**src/rtl/fft_frame_writer.sv**
```systemverilog
// fft_frame_writer: overlapped N_FFT-sample frame producer (history replay + HOP new samples); FFT_FRAME_WRITER_PREEMPH_EN adds pre-emphasis.
module fft_frame_writer #(
  parameter int N_FFT      = 256,
  parameter int HOP        = 128,
  parameter int DATA_WIDTH = 12
) (
  input  logic                  clk,
  input  logic                  rst_n,
  input  logic                  spi_en_inf_system_sync,
  input  logic                  sample_valid,
  input  logic [DATA_WIDTH-1:0] sample_in,
  input  logic                  buf_almost_wfull,
  input  logic                  buf_wfull,
  output logic                  w_req,
  output logic [DATA_WIDTH-1:0] w_data,
  output logic                  frame_start,
  output logic                  overflow
);
  localparam int HIST = N_FFT - HOP;
  localparam int AW   = (HIST > 1) ? $clog2(HIST) : 1;
  localparam int CW   = $clog2(N_FFT + 1);

  typedef enum logic [1:0] {IDLE, PRIME, REPLAY, STREAM} state_t;
  state_t state, state_nx;

  logic [DATA_WIDTH-1:0] ring [HIST];
  logic [DATA_WIDTH-1:0] pend_d, cap_d;
  logic [AW-1:0]         wp, ra;
  logic [CW-1:0]         cnt;
  logic [CW:0]           rsum;
  logic                  pend_v, issue, consume, rd_en, adv, last, take;

`ifdef FFT_FRAME_WRITER_PREEMPH_EN
  localparam logic signed [DATA_WIDTH+1:0] SMAX = (DATA_WIDTH+2)'(2 ** (DATA_WIDTH - 1) - 1);
  localparam logic signed [DATA_WIDTH+1:0] SMIN = -(DATA_WIDTH+2)'(2 ** (DATA_WIDTH - 1));
  logic [DATA_WIDTH-1:0]          xp;
  logic signed [DATA_WIDTH+1:0]   xe, ye;
  always_comb begin
    xe    = $signed({{2{xp[DATA_WIDTH-1]}}, xp});
    ye    = $signed({{2{sample_in[DATA_WIDTH-1]}}, sample_in}) - (xe - (xe >>> 5));
    cap_d = (ye > SMAX) ? SMAX[DATA_WIDTH-1:0] : (ye < SMIN) ? SMIN[DATA_WIDTH-1:0] : ye[DATA_WIDTH-1:0];
  end
  always_ff @(posedge clk or negedge rst_n)
    if (!rst_n) xp <= '0;
    else if (!spi_en_inf_system_sync) xp <= '0;
    else if (sample_valid) xp <= sample_in;
`else
  always_comb cap_d = sample_in;
`endif

  always_comb begin
    issue    = !buf_almost_wfull;
    consume  = pend_v && (state == PRIME || (state == STREAM && issue));
    rd_en    = state == REPLAY && issue;
    adv      = consume || rd_en;
    last     = cnt == ((state == STREAM) ? CW'(HOP - 1) : CW'(HIST - 1));
    take     = sample_valid && (!pend_v || consume);
    // wp always points at the oldest entry, so replay starts there and wraps
    rsum     = (CW+1)'(wp) + (CW+1)'(cnt);
    ra       = AW'((rsum >= (CW+1)'(HIST)) ? rsum - (CW+1)'(HIST) : rsum);
    state_nx = (state == IDLE) ? PRIME :
               (adv && last) ? ((state == REPLAY) ? STREAM : REPLAY) : state;
  end

  always_ff @(posedge clk)
    if (consume) ring[wp] <= pend_d;

  always_ff @(posedge clk or negedge rst_n)
    if (!rst_n) begin
      state       <= IDLE;
      wp          <= '0;
      cnt         <= '0;
      pend_v      <= 1'b0;
      pend_d      <= '0;
      w_req       <= 1'b0;
      w_data      <= '0;
      frame_start <= 1'b0;
      overflow    <= 1'b0;
    end else if (!spi_en_inf_system_sync) begin
      state       <= IDLE;
      wp          <= '0;
      cnt         <= '0;
      pend_v      <= 1'b0;
      pend_d      <= '0;
      w_req       <= 1'b0;
      frame_start <= 1'b0;
      overflow    <= 1'b0;
    end else begin
      state       <= state_nx;
      wp          <= consume ? ((wp == AW'(HIST - 1)) ? '0 : wp + 1'b1) : wp;
      cnt         <= (adv && last) ? '0 : adv ? cnt + 1'b1 : cnt;
      pend_v      <= sample_valid || (pend_v && !consume);
      pend_d      <= take ? cap_d : pend_d;
      w_req       <= rd_en || (state == STREAM && consume);
      w_data      <= rd_en ? ring[ra] : (state == STREAM && consume) ? pend_d : w_data;
      frame_start <= rd_en && cnt == '0;
      overflow    <= overflow || (w_req && buf_wfull) || (sample_valid && pend_v && !consume);
    end
endmodule

```
**config.mk**
```make
export PLATFORM = sky130hd
export DESIGN_NAME = fft_frame_writer
export DESIGN_NICKNAME = d
export VERILOG_FILES = /design/src/rtl/fft_frame_writer.sv
export SDC_FILE = /design/constraint.sdc
export NUM_CORES = 1
export LEC_CHECK = 0
export ABC_CLOCK_PERIOD_IN_PS = 4410
export BUFFER_PORTS_ARGS = -buffer_cell sky130_fd_sc_hd__buf_2
export CELL_PAD_IN_SITES_DETAIL_PLACEMENT = 2
export CELL_PAD_IN_SITES_GLOBAL_PLACEMENT = 2
export CORE_AREA = 3 3 506 357
export CTS_BUF_LIST = sky130_fd_sc_hd__clkbuf_8
export CTS_CLUSTER_SIZE = 40
export DETAILED_ROUTE_END_ITERATION = 8
export DIE_AREA = 0 0 509 360
export PLACE_DENSITY = 0.62
export SLEW_MARGIN = 20
export SYNTH_ARGS = -nofsm -noshare
export SYNTH_HDL_FRONTEND = slang
export SYNTH_SLANG_ARGS = --single-unit
export TNS_END_PERCENT = 30
```
**constraint.sdc**
```tcl
create_clock -name clk -period 4.41 [get_ports clk]
set_input_delay 1.323 -clock clk [delete_from_list [all_inputs] [get_ports clk]]
set_output_delay 1.323 -clock clk [all_outputs]
set_load 0.005 [all_outputs]
```
==> results.md <==
| Group | Parameter | Value |
| --- | --- | --- |
| run status | Status | completed |
| floorplan | Initial core utilization | 34.9% |
| critical path | Crit end category | register |
| cts | Number of H-tree branching levels | 4 |
| critical path | CP startpoint kind | register |
| critical path | Count of buffering cells on the critical path with inverters included | 4 |
| final layout | Final core area utilization | 40.1% |
| pwr | Reg power frac | 55.2% |
| routing | Count of routing violations after the opening detailed-route iteration | 4056 |
| cts | TritonCTS sink count | 1582 |
| global route | Pin count of the biggest net entering global routing | 96 |
| final layout | Signed area change from the synthesized netlist to the final layout | 14.9% |
| critical path | Largest incremental delay on the critical path | 0.86 ns |
| pwr | Switch share | 23.9% |
| floorplan | Total Die Area | 183000 µm² |
| logic synthesis | Synthesized netlist cell count | 2825 |
| cts | CTS tree | built |
| critical path | Max FO, Critical Path | 19 |
| logic synthesis | Number of enable-type register cells in the synthesized netlist | 1536 |
| timing | Final period utilization | 97.9% |
| final layout | Post-route insts no fill | 5738 |
| global route | Antenna violations before repair | 10 |
| logic synthesis | Mean cell area of the mapped netlist | 21.8 µm² |
| routing | Via count of the routed design | 31807 |
| timing | Final hold violations | 0 |
| floorplan | Core ar. | 176000 µm² |
| global route | Total routing usage reported by global routing | 20.7% |
| placed design | Routability-driven placement congestion ratio | 0.812 |
| logic synthesis | Number of warnings issued by yosys | 0 |
| floorplan | Die extent in x | 509 µm |
| critical path | Critical path's most frequent cell | sky130_fd_sc_hd__buf_4 |
| logic synthesis | Ranking of synthesized cells by area | sky130_fd_sc_hd__edfxtp_1, sky130_fd_sc_hd__mux4_2, sky130_fd_sc_hd__dfrtp_1 |
| flow run | # Max-Cap Violations | 0 |
| logic synthesis | Post-synthesis net count | 2853 |
| timing | Normalized max-slew margin | 24.3% |
| global route | Global-route wire length before repair | 272000 µm |
| cts | Clk slew on worst S/H paths | 0.07 ns |
| logic synthesis | Post-synth cell types | 55 |
| placed design | # placed instances | 5301 |
| pwr | Power Internal | 23.0 mW |
| logic synthesis | Post-Syn Area | 61500 µm² |
| timing | Final worst hold slack | 0.511 ns |
| final layout | Filler Cell Count | 16392 |
| cts | Clock latency reported for the late side of the worst-skew pair | 0.94 ns |
| logic synthesis | Number of synthesized register bits | 1582 |
| logic synthesis | Cell with the most instances after synthesis | sky130_fd_sc_hd__edfxtp_1 |
| floorplan | Number of top-level pins | 33 |
| timing | Skew final | 0.0487 ns |
| timing | Setup repair after global routing missed its margin | false |
| timing | Final max-slew violation count | 0 |
| placed design | Count of port buffers added during placement | 32 |
| logic synthesis | Area leader, netlist | sky130_fd_sc_hd__edfxtp_1 |
| pwr | Power density over the cells | 427 nW/µm² |
| logic synthesis | Post-synth ARST share | 2.91% |
| critical path | Dominant delay contributor by cell family on the critical path | adder cells |
| final layout | Share of final-layout standard cells stronger than drive strength 1 | 31.4% |
| routing | DRT Pass-1 Iters | 5 |
| cts | Quantity of hold-fixing buffers added after cts | 0 |
| critical path | Critical Path, Cell by Cell | ha_4 -> inv_1 -> fa_4 -> buf_4 -> buf_4 -> buf_4 -> mux4_2 -> mux4_2 -> nand4_1 -> nand4_1 -> o221a_2 |
| timing | Final setup violating endpoints | 0 |
| placed design | Estimated wirelength of the detail-placed design | 118000 µm |
| timing | Measured slew at the worst slew-check pin | 1.14 ns |
| routing | Mean routed wirelength per cell | 32.9 µm |
| floorplan | Height of the die | 360 µm |
| timing | Peak Freq | 0.232 GHz |
| routing | Via-per-instance ratio | 5.54 |
| pwr | Static leakage | 22.0 nW |
| routing | Number of design rule violations left after detail routing | 0 |
| worst hold path | Min-Delay Path Class | in2async |
| cts | Buffers from clock root to sink, at most | 3 |
| pwr | Combinational fraction of design power | 7.3% |
| routing | Final routed wirelength across all metal layers | 189000 µm |
| logic synthesis | Area share of the largest cell type after synthesis | 75.0% |
| critical path | Worst endpoint required time | 5.24 ns |
| final layout | Final net count | 3211 |
| critical path | Crit Path Class | reg2reg |
| pwr | Maximum ir drop on the vdd rail | 0.000327 V |
| floorplan | Cell Rows | 129 |
| logic synthesis | Most common flop cell mapped by yosys | sky130_fd_sc_hd__edfxtp_1 |
| pwr | Power share of the clock group | 37.5% |
| global route | Grt ovf | 0 |
| logic synthesis | Sequential cell area fraction in the yosys report | 76.8% |
| routing | Antenna-violating nets left | 0 |
| pwr | Sw Pwr | 7.22 mW |
| critical path | Worst path arrival time | 5.15 ns |
| cts | Number of buffers created by CTS | 229 |
| global route | Number of global-route vias before repair | 34100 |
| timing | Setup tns final | 0 ns |
| cts | Buffer type at the clock tree root | sky130_fd_sc_hd__clkbuf_8 |
| timing | Crit path time final | 4.32 ns |
| critical path | Slowest library cell on the worst path | sky130_fd_sc_hd__fa_4 |
| logic synthesis | Top cells by count, synth | sky130_fd_sc_hd__edfxtp_1, sky130_fd_sc_hd__mux4_2, sky130_fd_sc_hd__nand2_1 |
-- power by group through the flow --
stage | Sequential [mW] | Combinational, mW | Clock, mW
2_1_floorplan | 17.0 | 1.36 | 0
3_3_place_gp | 17.0 | 2.12 | 0
3_5_place_dp | 17.0 | 2.19 | 0
4_1_cts | 16.7 | 2.19 | 11.6
5_1_grt | 16.7 | 2.35 | 12.3
6_report | 16.7 | 2.21 | 11.3
-- worst reg2reg max path, stage by stage, from the launching register on --
cell and delay, ns:
sky130_fd_sc_hd__dfrtp_1 0.55, sky130_fd_sc_hd__ha_4 0.21, sky130_fd_sc_hd__inv_1 0.05, sky130_fd_sc_hd__fa_4 0.86, sky130_fd_sc_hd__buf_4 0.24, sky130_fd_sc_hd__buf_4 0.33, sky130_fd_sc_hd__buf_4 0.39, sky130_fd_sc_hd__mux4_2 0.39
sky130_fd_sc_hd__mux4_2 0.54, sky130_fd_sc_hd__nand4_1 0.12, sky130_fd_sc_hd__nand4_1 0.22, sky130_fd_sc_hd__o221a_2 0.31
-- area by class of cell --
class | instances | area, µm² | area share (%)
flip-flops and latches | 1582 | 47300 | 66.9
diodes | 2 | 5.00 | 0.00708
well taps | 2358 | 2950 | 4.17
repair buffers | 278 | 2360 | 3.34
clock inverters | 184 | 997 | 1.41
inverters | 6 | 22.5 | 0.0319
multi-input cells | 1086 | 13700 | 19.4
clock buffers | 242 | 3330 | 4.71
-- worst paths after layout --
path	startpoint	end	slack [ns]	cells after the start
max	wp[0]$_DFFE_PN0P_	w_data[11]$_DFFE_PN0P_	0.09	11
min	rst_n	pend_d[5]$_DFFE_PN0P_	0.51	1
max reg2reg	wp[0]$_DFFE_PN0P_	w_data[11]$_DFFE_PN0P_	0.09	11
min reg2reg	cnt[7]$_DFFE_PN0P_	cnt[7]$_DFFE_PN0P_	0.52	1
max in group asynchronous	rst_n	w_data[2]$_DFFE_PN0P_	3.07	2
min in group clk	cnt[7]$_DFFE_PN0P_	cnt[7]$_DFFE_PN0P_	0.52	1
-- what timing repair did --
item,4_1_cts,5_1_grt
setup endpoints to repair,3,7
gates cloned,1,0
resized for setup,3,5
buffers inserted,4,0
-- layer usage --
metal,GRT usage (%),up-vias,wire (µm)
met1,31.2,17599,84400
met2,31.3,1412,86600
li1,-,12545,-
met4,4.84,2,3700
met3,3.70,249,14200
met5,0,-,13
-- metrics by stage --
| stage | instance area, µm² | setup slack, ns | power [mW] |
|---|---|---|---|
| finish | 70700 | 0.0924 | 30.2 |
| global route | 70700 | 0.00538 | 31.3 |
| CTS | 70600 | 0.0125 | 30.5 |
| detailed placement | 66200 | -0.208 | 19.2 |
| global placement | 66200 | -0.0607 | 19.1 |
| floorplan | 61500 | 1.03 | 18.4 |
-- cells by family after synthesis --
logic type | synth area share, %
AO/OA/AOI/OAI | 1.10
XOR/XNOR | 0.157
adder cells (fa/ha/maj) | 0.216
buffers and inverters | 1.12
flip-flops | 76.8
multiplexers | 17.1
AND/OR/NAND/NOR | 3.44
-- cells in the final DEF, fill, tap and decap left out, types with 5 or more instances in the layout --
cell,netlist,final
sky130_fd_sc_hd__buf_4,4,219
sky130_fd_sc_hd__nor3_1,5,5
sky130_fd_sc_hd__mux4_2,450,450
sky130_fd_sc_hd__nor2b_1,21,21
sky130_fd_sc_hd__a31oi_1,16,16
sky130_fd_sc_hd__nor2_1,152,152
sky130_fd_sc_hd__ha_1,9,8
sky130_fd_sc_hd__a221oi_1,8,7
sky130_fd_sc_hd__nand4_1,13,13
sky130_fd_sc_hd__mux2i_1,24,23
sky130_fd_sc_hd__buf_2,53,32
sky130_fd_sc_hd__edfxtp_1,1536,1536
sky130_fd_sc_hd__nand3_1,93,92
sky130_fd_sc_hd__bufinv_16,0,6
sky130_fd_sc_hd__dfrtp_4,0,12
sky130_fd_sc_hd__mux2_2,14,14
sky130_fd_sc_hd__a32o_1,5,5
sky130_fd_sc_hd__clkinv_1,0,56
sky130_fd_sc_hd__clkbuf_8,0,242
sky130_fd_sc_hd__xnor2_1,8,6
sky130_fd_sc_hd__dfrtp_1,46,34
sky130_fd_sc_hd__a21oi_1,8,7
sky130_fd_sc_hd__a22oi_1,5,5
sky130_fd_sc_hd__buf_12,0,25
sky130_fd_sc_hd__nand2_1,169,169
sky130_fd_sc_hd__clkinv_2,0,19
sky130_fd_sc_hd__o21ai_0,18,17
sky130_fd_sc_hd__inv_1,6,94
sky130_fd_sc_hd__and2_1,9,9
-- sequential cells by signal, summed over array words and instances, names as in the netlist --
name         count
cnt              9
ring          1536
state            2
overflow         1
w_data          12
pend_d          12
wp               7
w_req            1
pend_v           1
frame_start      1
Power figures use the tool's default switching activity.
